`src/rtl/rf_regfile_p.sv`:
```
// ---------------------------------------------------------------------------
// rf_regfile_p
//
// Parametrised register file with 2**AW entries of DW bits each. It has two
// registered read ports (A and B), one write port, a valid bit per entry,
// and a sequenced bulk-clear that sweeps one entry per cycle while busy is
// high.
//
// Optional feature macro: RF_BYPASS_EN
//   defined   : an accepted write forwards din to any read port that reads
//               the same address on the same edge (write-before-read).
//   undefined : read-before-write. A read that hits the address being
//               written returns the old contents.
//
// Ports:
//   clk    in   rising-edge system clock
//   rst    in   asynchronous active-high reset
//   rea    in   read enable, port A
//   raa    in   [AW-1:0] read address, port A
//   reb    in   read enable, port B
//   rab    in   [AW-1:0] read address, port B
//   we     in   write enable (honoured only in IDLE with clr low)
//   wa     in   [AW-1:0] write address
//   din    in   [DW-1:0] write data
//   clr    in   bulk-clear request pulse (ignored while a sweep runs)
//   douta  out  [DW-1:0] registered read data, port A
//   doutb  out  [DW-1:0] registered read data, port B
//   vala   out  valid flag of the entry returned on douta
//   valb   out  valid flag of the entry returned on doutb
//   busy   out  registered, high while the clear sweep runs
// ---------------------------------------------------------------------------
module rf_regfile_p #(
  parameter int DW = 4,
  parameter int AW = 2
) (
  input  logic          clk,
  input  logic          rst,
  input  logic          rea,
  input  logic [AW-1:0] raa,
  input  logic          reb,
  input  logic [AW-1:0] rab,
  input  logic          we,
  input  logic [AW-1:0] wa,
  input  logic [DW-1:0] din,
  input  logic          clr,
  output logic [DW-1:0] douta,
  output logic [DW-1:0] doutb,
  output logic          vala,
  output logic          valb,
  output logic          busy
);

  localparam int DEPTH = 1 << AW;

  // The sweep pointer reaching the all-ones value marks the last entry.
  localparam logic [AW-1:0] PTR_LAST = {AW{1'b1}};

  typedef enum logic [0:0] {
    IDLE  = 1'b0,
    CLEAR = 1'b1
  } state_t;

  // Storage and control state.
  logic [DW-1:0]    mem_q   [DEPTH];
  logic [DW-1:0]    mem_d   [DEPTH];
  logic [DEPTH-1:0] valid_q;
  logic [DEPTH-1:0] valid_d;
  state_t           state_q;
  state_t           state_d;
  logic [AW-1:0]    ptr_q;
  logic [AW-1:0]    ptr_d;
  logic             busy_q;
  logic             busy_d;

  // Read port registers.
  logic [DW-1:0]    douta_q;
  logic [DW-1:0]    douta_d;
  logic [DW-1:0]    doutb_q;
  logic [DW-1:0]    doutb_d;
  logic             vala_q;
  logic             vala_d;
  logic             valb_q;
  logic             valb_d;

  // A write is accepted only in IDLE, and a clear request on the same edge
  // takes priority over it.
  logic             wr_acc;

  assign wr_acc = (state_q == IDLE) && we && !clr;

  // Next-state logic: FSM transitions, sweep pointer, writes and clears.
  always_comb begin
    state_d = state_q;
    ptr_d   = ptr_q;
    mem_d   = mem_q;
    valid_d = valid_q;

    case (state_q)
      IDLE: begin
        if (clr) begin
          // Start the sweep. A write on this edge is dropped.
          state_d = CLEAR;
          ptr_d   = {AW{1'b0}};
        end else if (we) begin
          mem_d[wa]   = din;
          valid_d[wa] = 1'b1;
        end else begin
          state_d = IDLE;
        end
      end

      CLEAR: begin
        // One entry is cleared per edge. Writes and further clr pulses are
        // ignored until the sweep finishes.
        mem_d[ptr_q]   = {DW{1'b0}};
        valid_d[ptr_q] = 1'b0;
        ptr_d          = ptr_q + {{(AW-1){1'b0}}, 1'b1};
        if (ptr_q == PTR_LAST) begin
          state_d = IDLE;
        end else begin
          state_d = CLEAR;
        end
      end

      default: begin
        state_d = IDLE;
        ptr_d   = {AW{1'b0}};
      end
    endcase

    // busy is high for every cycle the FSM spends in CLEAR.
    busy_d = (state_d == CLEAR);
  end

  // Read ports: one cycle of latency, forced to zero while sweeping.
  always_comb begin
    douta_d = {DW{1'b0}};
    vala_d  = 1'b0;
    doutb_d = {DW{1'b0}};
    valb_d  = 1'b0;

    if (rea && (state_q == IDLE)) begin
      douta_d = mem_q[raa];
      vala_d  = valid_q[raa];
`ifdef RF_BYPASS_EN
      if (wr_acc && (wa == raa)) begin
        douta_d = din;
        vala_d  = 1'b1;
      end else begin
        vala_d  = valid_q[raa];
      end
`endif
    end else begin
      douta_d = {DW{1'b0}};
      vala_d  = 1'b0;
    end

    if (reb && (state_q == IDLE)) begin
      doutb_d = mem_q[rab];
      valb_d  = valid_q[rab];
`ifdef RF_BYPASS_EN
      if (wr_acc && (wa == rab)) begin
        doutb_d = din;
        valb_d  = 1'b1;
      end else begin
        valb_d  = valid_q[rab];
      end
`endif
    end else begin
      doutb_d = {DW{1'b0}};
      valb_d  = 1'b0;
    end
  end

  // Control and read-port registers with asynchronous reset.
  always_ff @(posedge clk or posedge rst) begin
    if (rst) begin
      state_q <= IDLE;
      ptr_q   <= {AW{1'b0}};
      busy_q  <= 1'b0;
      valid_q <= {DEPTH{1'b0}};
      douta_q <= {DW{1'b0}};
      doutb_q <= {DW{1'b0}};
      vala_q  <= 1'b0;
      valb_q  <= 1'b0;
    end else begin
      state_q <= state_d;
      ptr_q   <= ptr_d;
      busy_q  <= busy_d;
      valid_q <= valid_d;
      douta_q <= douta_d;
      doutb_q <= doutb_d;
      vala_q  <= vala_d;
      valb_q  <= valb_d;
    end
  end

  // Storage array, cleared to zero by reset.
  always_ff @(posedge clk or posedge rst) begin
    if (rst) begin
      for (int i = 0; i < DEPTH; i++) begin
        mem_q[i] <= {DW{1'b0}};
      end
    end else begin
      for (int i = 0; i < DEPTH; i++) begin
        mem_q[i] <= mem_d[i];
      end
    end
  end

  assign douta = douta_q;
  assign doutb = doutb_q;
  assign vala  = vala_q;
  assign valb  = valb_q;
  assign busy  = busy_q;

endmodule

```
`config.mk`:
```
export PLATFORM = sky130hd
export DESIGN_NAME = rf_regfile_p
export DESIGN_NICKNAME = d
export VERILOG_FILES = /design/src/rtl/rf_regfile_p.sv
export SDC_FILE = /design/constraint.sdc
export NUM_CORES = 1
export LEC_CHECK = 0
export ABC_AREA = 1
export CAP_MARGIN = 30
export CORE_MARGIN = 2
export CORE_UTILIZATION = 57
export DETAILED_ROUTE_END_ITERATION = 16
export PLACE_DENSITY = 0.82
export SLEW_MARGIN = 30
export SYNTH_ARGS = -nofsm -noshare
export SYNTH_HDL_FRONTEND = slang
export SYNTH_SLANG_ARGS = --single-unit
```
`constraint.sdc`:
```
create_clock -name clk -period 1.65 [get_ports clk]
set_input_delay 0.33 -clock clk [delete_from_list [all_inputs] [get_ports clk]]
set_output_delay 0.33 -clock clk [all_outputs]
set_load 0.02 [all_outputs]
```
==> impl_metrics.json, run 1 <==
{
  "netlist_instances": 223,
  "slowest_delay_ps": 590,
  "root_buffer": "clkbuf_4",
  "grt_util_met2_pct": 40.2,
  "vdd_drop_max_uv": 822,
  "detail-route-antenna-nets": 0,
  "grt_max_degree": 34,
  "path_buf_inv": 1,
  "core_mm2": 0.00298,
  "power.density_mw_per_mm2": 1100,
  "use_met1_pct": 32.2,
  "worst_pin_slew_ps": 405,
  "hp-class": "in2async",
  "synth-seq-cells": 33,
  "wire_per_inst_um": 13.1,
  "hold_viol_final": 0,
  "dp_hpwl_um": 2860,
  "post_cts_buffers": 0,
  "grt_pass1_wl_um": 6520,
  "grt_antenna_before_repair": 0,
  "fin_nets": 275,
  "dieWidth_um": 59.5,
  "clk_latency_ps": 340,
  "antennaDiodeCount": 0,
  "syn_nets": 244,
  "clk_pin_slew_ps": 110,
  "grt_overflow": 0,
  "synth_mux_area_share_pct": 0,
  "netlist_top_cells_area": "dfrtp_1 (47%), nand2_1 (15%), nand3_1 (10%)",
  "async_flop_share_pct": 100,
  "numCtsBuffers": 5,
  "routed_wl_um": 3790,
  "worst_setup_path_end_kind": "primary output",
  "crit_chain": "clkdlybuf4s50_1",
  "synth_top_area_share_pct": 47.0,
  "area_growth_pct": 21.1,
  "synth-adder-area-share_pct": 3.56,
  "yosysSeqAreaShare_pct": 47.0,
  "cp_max_fo": 1,
  "start_kind": "register",
  "start_util_pct": 58.9,
  "synthTopCellsByCount": "nand2_1 (70), nand3_1 (36), dfrtp_1 (33), inv_1 (26), nand4_1 (16)",
  "cts_tree": "done",
  "arrival_ps": 1270,
  "num_vias": 1558,
  "synthSimpleGateAreaFrac_pct": 36.0,
  "grt_pass1_vias": 1441,
  "numClockSinks": 33,
  "busiest_layer": "met2",
  "synth_xor_area_share_pct": 0,
  "min_period_over_period_pct": 97.1,
  "power.leakage_nw": 1.13,
  "maxSlewHeadroom_pct": 73.0,
  "synth_edf_count": 0,
  "fin_ws_ps": 47.4,
  "rsz0062_at_grt": "false",
  "synth_top_family_by_area": "simple AND/OR/NAND/NOR gates",
  "path_class": "reg2out",
  "setup_viol_count_final": 0,
  "synth_area_mm2": 0.00176,
  "max_freq_mhz": 624,
  "die_area_mm2": 0.00354,
  "p_total_w": 0.00234,
  "grt_usage_pct": 24.7,
  "drc": 0,
  "rows": 20,
  "clockBufferDepth": 2,
  "yosys.cell_count.top_type": "nand2_1",
  "synth_top_cell_by_area": "dfrtp_1",
  "cap_viol_max_count": 0,
  "drtPass1Iterations": 4,
  "gp_congestion": 0.842,
  "ios": 27,
  "slew_viol_final": 0,
  "use_met3_pct": 3.93,
  "crit_slowest_cell": "clkdlybuf4s50_1",
  "period_needed_ps": 1600,
  "synth-compound-area-share_pct": 3.92,
  "fillCellCount": 243,
  "final_layout_size_suffix_gt1_share_pct": 11.0,
  "pre_cts_slack_ps": 101,
  "io_buffers": 26,
  "ys.flop_type": "dfrtp_1",
  "path_delay_family": "buffers and inverters",
  "cp.required_ps": 1320,
  "syn_area_per_cell_um2": 7.87,
  "fp.dieH_um": 59.5,
  "status": "completed",
  "synth_warnings": 0,
  "fin_skew_ps": 8.11,
  "setup-tns-final_ps": 0,
  "drt-initial-drc-count": 67,
  "htree_levels": 2,
  "synth_cell_types": 19,
  "viasPerCell": 5.41
}
-- per-stage QoR --
step	hold slack, ps	cell area, um^2	cells	utilization, %
CTS	387	2120	288	71.2
global route	411	2130	288	71.4
finish	363	2130	288	71.4
detailed placement	472	2050	280	68.9
floorplan	450	1760	223	-
global placement	468	2050	280	68.9
-- flip-flops by register name, summed over array words and instances, names as in the netlist --
signal,cells
valid_q,4
mem_q,16
ptr_q,2
doutb,4
vala,1
douta,4
busy,1
valb,1
-- cells in the final DEF (no fill, tap or decap), drive strengths merged --
cell type      instances
dlymetal6s2s           2
a22o                   1
ha                     5
clkbuf                 7
inv                   32
nand4                 16
dfrtp                 33
a21oi                 11
nand3                 40
o21ai                  1
clkinv                 1
buf                    5
clkdlybuf4s50         24
nand2                 72
nor2                   5
-- per-layer routing --
metal | part of all wire (%) | routed length [um] | vias up
met5 | 0 | 0 | -
met4 | 2.1 | 78 | 0
met3 | 6.3 | 239 | 6
met2 | 47 | 1780 | 79
met1 | 45 | 1690 | 684
li1 | - | - | 789
-- kinds of logic (layout without fill, tap and decap cells) --
group,count (synthesis),count (layout)
buffers and inverters,39,71
flip-flops,33,33
AO/OA/AOI/OAI,13,13
AND/OR/NAND/NOR,133,133
adder cells (fa/ha/maj),5,5
-- power breakdown --
| group | internal (W) | switching, W |
|---|---|---|
| logic | 0.000272 | 0.000488 |
| registers | 0.000955 | 0.000103 |
| clock network | 0.000247 | 0.000279 |
-- area by class of cell --
type                            instances  area (um^2)  area share [%]
Inverter                               32          123            5.77
Clock buffer                            7         65.1            3.06
Multi-Input combinational cell        151          763            35.9
Sequential cell                        33          826            38.8
Timing Repair Buffer                   31          303            14.2
Clock inverter                          1         5.00           0.235
Tap cell                               33         41.3            1.94
-- final timing paths --
check,to,depth (start not counted),start,slack (ps)
setup / recovery,douta[1],1,douta[1],50
hold / removal,douta[3],3,rst,360
setup reg to reg,mem_q[4],5,busy,480
hold reg to reg,valid_q[2],2,valid_q[2],490
max in group asynchronous,douta[2],3,rst,990
min in group clk,valid_q[2],2,valid_q[2],490
-- what timing repair did --
action / in CTS / in global routing
hold buffers: 0 / 0
resized for setup: 0 / 2
endpoints found under the setup margin: 0 / 2
Note: power is estimated with default switching activity, not from simulation.
==> run 2, diff against run 1 <==
--- a/config.mk
+++ b/config.mk
@@ -15,3 +15,4 @@
 export SYNTH_ARGS = -nofsm -noshare
 export SYNTH_HDL_FRONTEND = slang
 export SYNTH_SLANG_ARGS = --single-unit
+export TNS_END_PERCENT = 30
==> results of run 2 <==
Final layout, timing and power as in run 1 (identical DEF).
==> run 3, diff against run 2 <==
--- a/config.mk
+++ b/config.mk
@@ -10,6 +10,7 @@
 export CORE_MARGIN = 2
 export CORE_UTILIZATION = 57
 export DETAILED_ROUTE_END_ITERATION = 16
+export GPL_ROUTABILITY_DRIVEN = 0
 export PLACE_DENSITY = 0.82
 export SLEW_MARGIN = 30
 export SYNTH_ARGS = -nofsm -noshare
==> impl_metrics.json, run 3 (synthesis gave the netlist of run 1 again) <==
{
  "vdd_drop_max_uv": 971,
  "die_area_mm2": 0.00354,
  "fp.dieH_um": 59.5,
  "post_cts_buffers": 0,
  "grt_max_degree": 34,
  "max_freq_mhz": 624,
  "routed_wl_um": 3780,
  "place_area_mm2": 0.00206,
  "switching_power_w": 0.000868,
  "holdWs_ps": 373,
  "crit_chain": "clkdlybuf4s50_1",
  "drtPass1Iterations": 4,
  "path_delay_family": "buffers and inverters",
  "core_mm2": 0.00298,
  "pwr-share-comb_pct": 32.5,
  "setup-tns-final_ps": 0,
  "final_common_cell": "nand2_1",
  "antennaDiodeCount": 0,
  "dp_hpwl_um": 2810,
  "design_area_mm2": 0.00213,
  "crit_slowest_cell": "clkdlybuf4s50_1",
  "cap_viol_max_count": 0,
  "hp-class": "in2async",
  "power.density_mw_per_mm2": 1100,
  "viasPerCell": 5.54,
  "rrSetupSlack_ps": 460,
  "cts_hold_buf": 0,
  "numCtsBuffers": 5,
  "period_needed_ps": 1600,
  "cts_tree": "done",
  "clkPwrFrac_pct": 22.1,
  "fin_nets": 276,
  "rows": 20,
  "detail-route-antenna-nets": 0,
  "num_vias": 1602,
  "drc": 0,
  "root_buffer": "clkbuf_4",
  "start_util_pct": 58.9,
  "htree_levels": 2,
  "r2r-end": "mem_q[12]",
  "clockBufferDepth": 2,
  "fillCellCount": 243,
  "grt_pass1_vias": 1466,
  "area_growth_pct": 21.5,
  "path_class": "reg2out",
  "hold_viol_final": 0,
  "p_total_w": 0.00234,
  "numClockSinks": 33,
  "rr_startpoint": "busy",
  "dieWidth_um": 59.5,
  "status": "completed",
  "reg2reg_depth": 5,
  "crit_start": "douta[2]",
  "cp_max_fo": 1,
  "grt_usage_pct": 24.7,
  "final_layout_size_suffix_gt1_share_pct": 11.3,
  "wire_per_inst_um": 13.1,
  "power.internal_w": 0.00147,
  "io_buffers": 26,
  "min_period_over_period_pct": 97.1,
  "maxSlewHeadroom_pct": 72.8,
  "clk_pin_slew_ps": 100,
  "drt-initial-drc-count": 77,
  "grt_pass1_wl_um": 6490,
  "fin_skew_ps": 10.4,
  "regMostFlops": "mem_q",
  "slew_viol_final": 0,
  "start_kind": "register",
  "largest_reg_flops": 16,
  "clk_latency_ps": 340,
  "arrival_ps": 1270,
  "power.leakage_nw": 1.15,
  "grt_overflow": 0,
  "worst_setup_path_end_kind": "primary output",
  "p_seq_share_pct": 45.4,
  "cp.required_ps": 1320,
  "worst_pin_slew_ps": 409,
  "path_buf_inv": 1,
  "setup_viol_count_final": 0,
  "slowest_delay_ps": 600,
  "rsz0062_at_grt": "false",
  "switching_share_pct": 37.1,
  "ios": 27,
  "grt_antenna_before_repair": 0,
  "layout_common_cells": "nand2_1 (70), nand3_1 (36), dfrtp_1 (33)"
}
==> run 3: area by class of cell <==
type	count	area, um^2	area share (%)
flip-flops and latches	33	826	38.7
multi-input cells	151	763	35.8
repair buffers	32	309	14.5
inverters	32	123	5.75
clock buffers	7	65.1	3.05
well taps	33	41.3	1.94
clock inverters	1	5.00	0.235
==> run 3: stage by stage <==
step / std cells / util [%] / setup slack [ps]
after detailed placement: 281 / 69.1 / 97.0
after global placement: 281 / 69.1 / 119
after global routing: 289 / 71.6 / 4.61
after floorplan: 223 / - / 476
final: 289 / 71.6 / 47.8
after CTS: 289 / 71.4 / 16.1
==> run 3: worst max-delay path by stage <==
stage | to | depth (start not counted)
3_5_place_dp | mem_q[5] | 6
6_report | douta[2] | 1
3_3_place_gp | mem_q[6] | 6
4_1_cts | doutb[2] | 1
5_1_grt | douta[2] | 1
2_1_floorplan | mem_q[10] | 6
==> run 3: per-layer routing <==
layer | up-vias | routed length [um] | part of all wire, % | GRT usage [%]
li1 | 789 | - | - | -
met1 | 732 | 1640 | 43 | 31.9
met2 | 66 | 1780 | 47 | 38.3
met3 | 15 | 255 | 6.7 | 6.99
met4 | 0 | 105 | 2.8 | 11.7
met5 | - | 0 | 0 | 0
==> run 3: power by group through the flow <==
stage          clock network (W)  registers, W  logic (W)
5_1_grt                 0.000562       0.00108   0.000867
3_5_place_dp                   0       0.00107   0.000761
2_1_floorplan                  0       0.00108   0.000526
3_3_place_gp                   0       0.00107   0.000745
6_report                0.000517       0.00106   0.000761
4_1_cts                 0.000530       0.00106   0.000761
==> run 3: repair_timing <==
| action | CTS | global route |
|---|---|---|
| resized for setup | 1 | 2 |
| endpoints found under the setup margin | 1 | 2 |
| hold endpoints to repair | 0 | 0 |
